`config.mk`:
```
export PLATFORM = sky130hd
export DESIGN_NAME = mem_access_unit
export DESIGN_NICKNAME = d
export VERILOG_FILES = /design/src/rtl/mem_access_unit.sv
export SDC_FILE = /design/constraint.sdc
export NUM_CORES = 1
export LEC_CHECK = 0
export BUFFER_PORTS_ARGS = -buffer_cell sky130_fd_sc_hd__buf_2
export CAP_MARGIN = 20
export CORE_ASPECT_RATIO = 1.5
export CORE_MARGIN = 2
export CORE_UTILIZATION = 45
export CTS_CLUSTER_DIAMETER = 100
export CTS_CLUSTER_SIZE = 14
export DETAILED_ROUTE_END_ITERATION = 8
export GPL_ROUTABILITY_DRIVEN = 0
export PLACE_DENSITY = 0.73
export SLEW_MARGIN = 30
export SYNTH_ARGS = -nofsm -noshare
export SYNTH_HDL_FRONTEND = slang
export SYNTH_SLANG_ARGS = --single-unit
```
`constraint.sdc`:
```
create_clock -name clock -period 3.5 [get_ports clock]
set_input_delay 0.7 -clock clock [delete_from_list [all_inputs] [get_ports clock]]
set_output_delay 0.7 -clock clock [all_outputs]
set_load 0.05 [all_outputs]
```
`src/rtl/mem_access_unit.sv`:
```
// Memory-stage access unit: drives a req/ack data bus for RV32I loads/stores,
// handles byte-lane alignment, store masks, load extension and pipeline stall.
module mem_access_unit #(
    parameter int ADDR_W = 32
) (
    input  logic              clock,
    input  logic              reset,
    input  logic [31:0]       in_ALUout,
    input  logic [31:0]       in_busB,
    input  logic [2:0]        in_MemOp,
    input  logic [4:0]        in_rd,
    input  logic              in_MemtoReg,
    input  logic              in_RegWr,
    input  logic              in_MemWr,
    output logic              mem_req,
    output logic              mem_we,
    output logic [ADDR_W-1:0] mem_addr,
    output logic [31:0]       mem_wdata,
    output logic [3:0]        mem_wmask,
    input  logic [31:0]       mem_rdata,
    input  logic              mem_ack,
    output logic [31:0]       out_wbdata,
    output logic [4:0]        out_rd,
    output logic              out_RegWr,
    output logic              stall,
    output logic              misalign
);

    typedef enum logic [1:0] {
        S_IDLE = 2'd0,
        S_REQ  = 2'd1,
        S_DONE = 2'd2
    } state_t;

    state_t r_state;
    state_t w_next;

    logic              r_req;
    logic              r_we;
    logic [ADDR_W-1:0] r_addr;
    logic [31:0]       r_wdata;
    logic [3:0]        r_wmask;
    logic [31:0]       r_ldata;

    logic        w_access;
    logic        w_is_load;
    logic        w_illegal;
    logic        w_unal;
    logic        w_bad;
    logic        w_go;
    logic        w_stall;
    logic [31:0] w_wdata;
    logic [3:0]  w_wmask;
    logic [31:0] w_shift;
    logic [31:0] w_ldext;

    // A store overrides a simultaneous load flag
    assign w_access  = in_MemWr | in_MemtoReg;
    assign w_is_load = in_MemtoReg & ~in_MemWr;

    // Unsigned ops and reserved encodings never reach the bus as stores
    assign w_illegal = (in_MemOp == 3'b011) | (in_MemOp == 3'b110) |
                       (in_MemOp == 3'b111) | (in_MemWr & in_MemOp[2]);
    assign w_unal    = ((in_MemOp == 3'b010) & (in_ALUout[1:0] != 2'b00)) |
                       ((in_MemOp[1:0] == 2'b01) & in_ALUout[0]);
    assign w_bad     = w_access & (w_illegal | w_unal);
    assign w_go      = w_access & ~w_bad;

    // Store data replication and byte enables
    always_comb begin
        w_wdata = in_busB;
        w_wmask = 4'b1111;
        case (in_MemOp[1:0])
            2'b00: begin
                w_wdata = {4{in_busB[7:0]}};
                w_wmask = 4'b0001 << in_ALUout[1:0];
            end
            2'b01: begin
                w_wdata = {2{in_busB[15:0]}};
                w_wmask = 4'b0011 << in_ALUout[1:0];
            end
            default: begin
                w_wdata = in_busB;
                w_wmask = 4'b1111;
            end
        endcase
    end

    assign w_shift = mem_rdata >> {in_ALUout[1:0], 3'b000};

    // Load lane extraction with sign or zero extension
    always_comb begin
        w_ldext = mem_rdata;
        case (in_MemOp)
            3'b000:  w_ldext = {{24{w_shift[7]}}, w_shift[7:0]};
            3'b001:  w_ldext = {{16{w_shift[15]}}, w_shift[15:0]};
            3'b100:  w_ldext = {24'h0, w_shift[7:0]};
            3'b101:  w_ldext = {16'h0, w_shift[15:0]};
            default: w_ldext = mem_rdata;
        endcase
    end

    // State register
    always_ff @(posedge clock or negedge reset) begin
        if (!reset) r_state <= S_IDLE;
        else        r_state <= w_next;
    end

    // Next-state and stall; DONE always returns to IDLE so nothing re-issues
    always_comb begin
        w_next  = r_state;
        w_stall = 1'b0;
        case (r_state)
            S_IDLE: begin
                if (w_go) begin
                    w_next  = S_REQ;
                    w_stall = 1'b1;
                end
            end
            S_REQ: begin
                w_stall = 1'b1;
                if (mem_ack) w_next = S_DONE;
            end
            S_DONE:  w_next = S_IDLE;
            default: w_next = S_IDLE;
        endcase
    end

    // Bus request launch, completion and load-data capture
    always_ff @(posedge clock or negedge reset) begin
        if (!reset) begin
            r_req   <= 1'b0;
            r_we    <= 1'b0;
            r_addr  <= '0;
            r_wdata <= 32'h0;
            r_wmask <= 4'h0;
            r_ldata <= 32'h0;
        end else if (r_state == S_IDLE && w_go) begin
            r_req   <= 1'b1;
            r_we    <= in_MemWr;
            r_addr  <= {in_ALUout[ADDR_W-1:2], 2'b00};
            r_wdata <= in_MemWr ? w_wdata : 32'h0;
            r_wmask <= in_MemWr ? w_wmask : 4'h0;
        end else if (r_state == S_REQ && mem_ack) begin
            r_req <= 1'b0;
            if (w_is_load) r_ldata <= w_ldext;
        end
    end

    assign mem_req    = r_req;
    assign mem_we     = r_we;
    assign mem_addr   = r_addr;
    assign mem_wdata  = r_wdata;
    assign mem_wmask  = r_wmask;

    assign out_wbdata = (r_state == S_DONE && w_is_load) ? r_ldata : in_ALUout;
    assign out_rd     = in_rd;
    assign out_RegWr  = reset & in_RegWr & ~w_bad;
    assign stall      = reset & w_stall;
    assign misalign   = w_bad;

endmodule

```
==> reports/results.txt <==
Final Skew: 0.00634 ns
Total gr overflow: 0
Initial antenna violation count: 0
Top Ports: 220
Post-synthesis cell count: 531
Rows: 48
DR vias: 4688
FF+latch count, synth: 102
Clk sinks: 102
Die Y: 137 um
CP required: 2.80 ns
Final WL: 15300 um
Reg2reg path depth: 5
Cell taking the most area after synthesis: dfrtp_1
CTS tree: yes
Synthesized area: 5310 um2
DP Wirelength: 11400 um
Inserted Clock Buffers: 9
CP endpoint kind: primary output
Asr flop ratio synth: 100%
Die footprint: 12700 um2
Synth warn: 0
Post_cts resized: 0
Critical Path End: stall
Post-synth EDFFs: 0
Syn avg cell area: 10.0 um2
Final setup vio count: 0
Placed insts: 853
Tcrit/Tclk final: 90.8%
Worst-skew pair later-pin latency: 0.34 ns
Peak supply drop: 0.498 mV
Critical path origin: in_MemOp[0]
Sum of negative setup slack: 0 ns
Layout Area Growth over Synthesis: 26.7%
Number of fill cells: 1049
Worst R2R Start: r_state[1]
ANT nets after route: 0
DRC Markers: 0
Die width: 92.7 um
Setup bufs post-CTS: 0
Synth cell count leaders: nand2_1, dfrtp_1, mux2_2
First-pass GRT wire length: 23500 um
Sequential cell area fraction in the yosys report: 48.1%
Routed wire length per instance: 17.7 um
Outcome: finished clean
Hold_ws: 0.199 ns
Initial DRC Count: 235
Arrival @ worst endpoint: 2.48 ns
Worst Hold Class: in -> async
Ratio of cells with drive above 1 in the final layout: 44.6%
Worst Tran Pin Value: 0.879 ns
Critical R2R Capture: r_ldata[9]
CP Max Fanout: 3
Post-synth top area share: 48.1%
Nets: 824
Core Area: 11500 um2
Fin cells: 869
First-pass detailed-route iteration total: 5
Initial Util: 46.1%
Max Slew Vio Count: 0
Worst-path clk slew: 0.07 ns
Hold buffer count at cts: 0
Rel. slew slack: 41.2%
Max-Cap Viols: 0
R2r setup slk: 1.69 ns
Post-layout min period: 3.18 ns
Pwr/cell area: 721 nW/um2
I/O Buffers: 207
Synth Flop Type: dfrtp_1
Max Clock Freq: 315 MHz
Gr usage total: 23.8%
Synth top area cells: dfrtp_1, mux2_2, nand2_1, o21ai_0, mux2i_1
Vias in the first global route: 4622
Crit path kind: in -> out
Synth unique cells: 34
Largest net degree at the start of global routing: 106
CTS root buffer: clkbuf_16
DR vias/cell: 5.39
Crit path launch type: primary input
Most common cell in the netlist: nand2_1
Final Hold Vio Count: 0
Antenna diodes: 0
Max clock buf depth: 2
RSZ-0062 raised after global routing: false
Final Util: 58.4%
Pleak: 3.37 nW
Htree depth: 3
==> through the flow <==
stage	power, W	worst slack, ns	area (um2)
after CTS	0.00488	0.331	6730
final	0.00485	0.321	6730
after global routing	0.00508	0.280	6730
after detailed placement	0.00385	0.339	6420
after global placement	0.00379	0.345	6420
after floorplan	0.00331	0.0973	5330
==> layout by cell type, fill, tap and decap left out, types with 2 or more instances in the layout <==
cell type,Yosys,layout
a21oi_1,6,6
a221o_1,2,2
a2bb2oi_1,6,6
a32o_1,6,6
buf_2,8,206
buf_4,7,13
clkbuf_16,0,9
clkinvlp_4,0,2
conb_1,1,2
dfrtp_1,102,102
inv_1,4,4
inv_6,0,2
mux2_2,80,80
mux2i_1,22,22
nand2_1,108,108
nand2b_1,9,9
nand3_1,34,34
nand3b_1,2,2
nor2_1,13,13
nor2b_1,3,3
o2111ai_1,2,2
o21ai_0,61,61
o21ai_1,2,2
o22ai_1,7,7
or4_1,2,2
==> cells by family (layout without fill, tap and decap cells) <==
group | after synthesis | in the layout | synth area share, %
AO/OA/AOI/OAI | 98 | 98 | 11.1
AND/OR/NAND/NOR | 174 | 174 | 14.2
multiplexers | 103 | 103 | 21.5
buffers and inverters | 53 | 240 | 4.99
other | 1 | 2 | 0.0706
flip-flops | 102 | 102 | 48.1
==> final cells by class <==
type | count | area (um2) | area share [%]
well taps | 150 | 188 | 2.79
clock inverters | 6 | 67.6 | 1.00
multi-input cells | 377 | 2530 | 37.6
inverters | 4 | 15.0 | 0.223
repair buffers | 220 | 1140 | 16.9
flip-flops and latches | 102 | 2550 | 37.9
clock buffers | 10 | 239 | 3.55
==> registers in the layout (all words and copies together), names as in the netlist <==
register and flops:
mem_req 1, mem_wmask 4, mem_wdata 32, r_ldata 32, mem_addr 30, r_state 2, mem_we 1
==> how the worst min path moves through the flow <==
stage	from	to	depth (start not counted)
after floorplan	reset	mem_addr[10]	0
after global placement	mem_req	mem_req	2
after detailed placement	mem_wdata[2]	mem_wdata[2]	2
after CTS	reset	mem_addr[15]	1
after global routing	reset	mem_addr[15]	1
final	reset	mem_addr[15]	1
==> where the power goes <==
group          leakage, nW  switching (W)  internal [W]  total (W)
combinational         1.95        0.00146      0.000544    0.00201
sequential            1.28       0.000226       0.00158    0.00181
clock                0.145       0.000458      0.000578    0.00104
total                 3.37        0.00215       0.00271    0.00485
==> critical path, cell delays in order <==
cell and delay, ns:
buf_2 0.12, or4_1 0.54, a2111o_2 0.50, nor2b_1 0.17, nor3b_4 0.16, buf_2 0.28
==> per-layer routing <==
layer	vias up	GRT usage [%]	share of wire [%]
li1	2218	-	-
met1	2214	27.7	37
met2	222	41.5	51
met3	34	5.18	7.6
met4	0	11.6	3.8
met5	-	0	0
(Power assumes the default switching activity.)
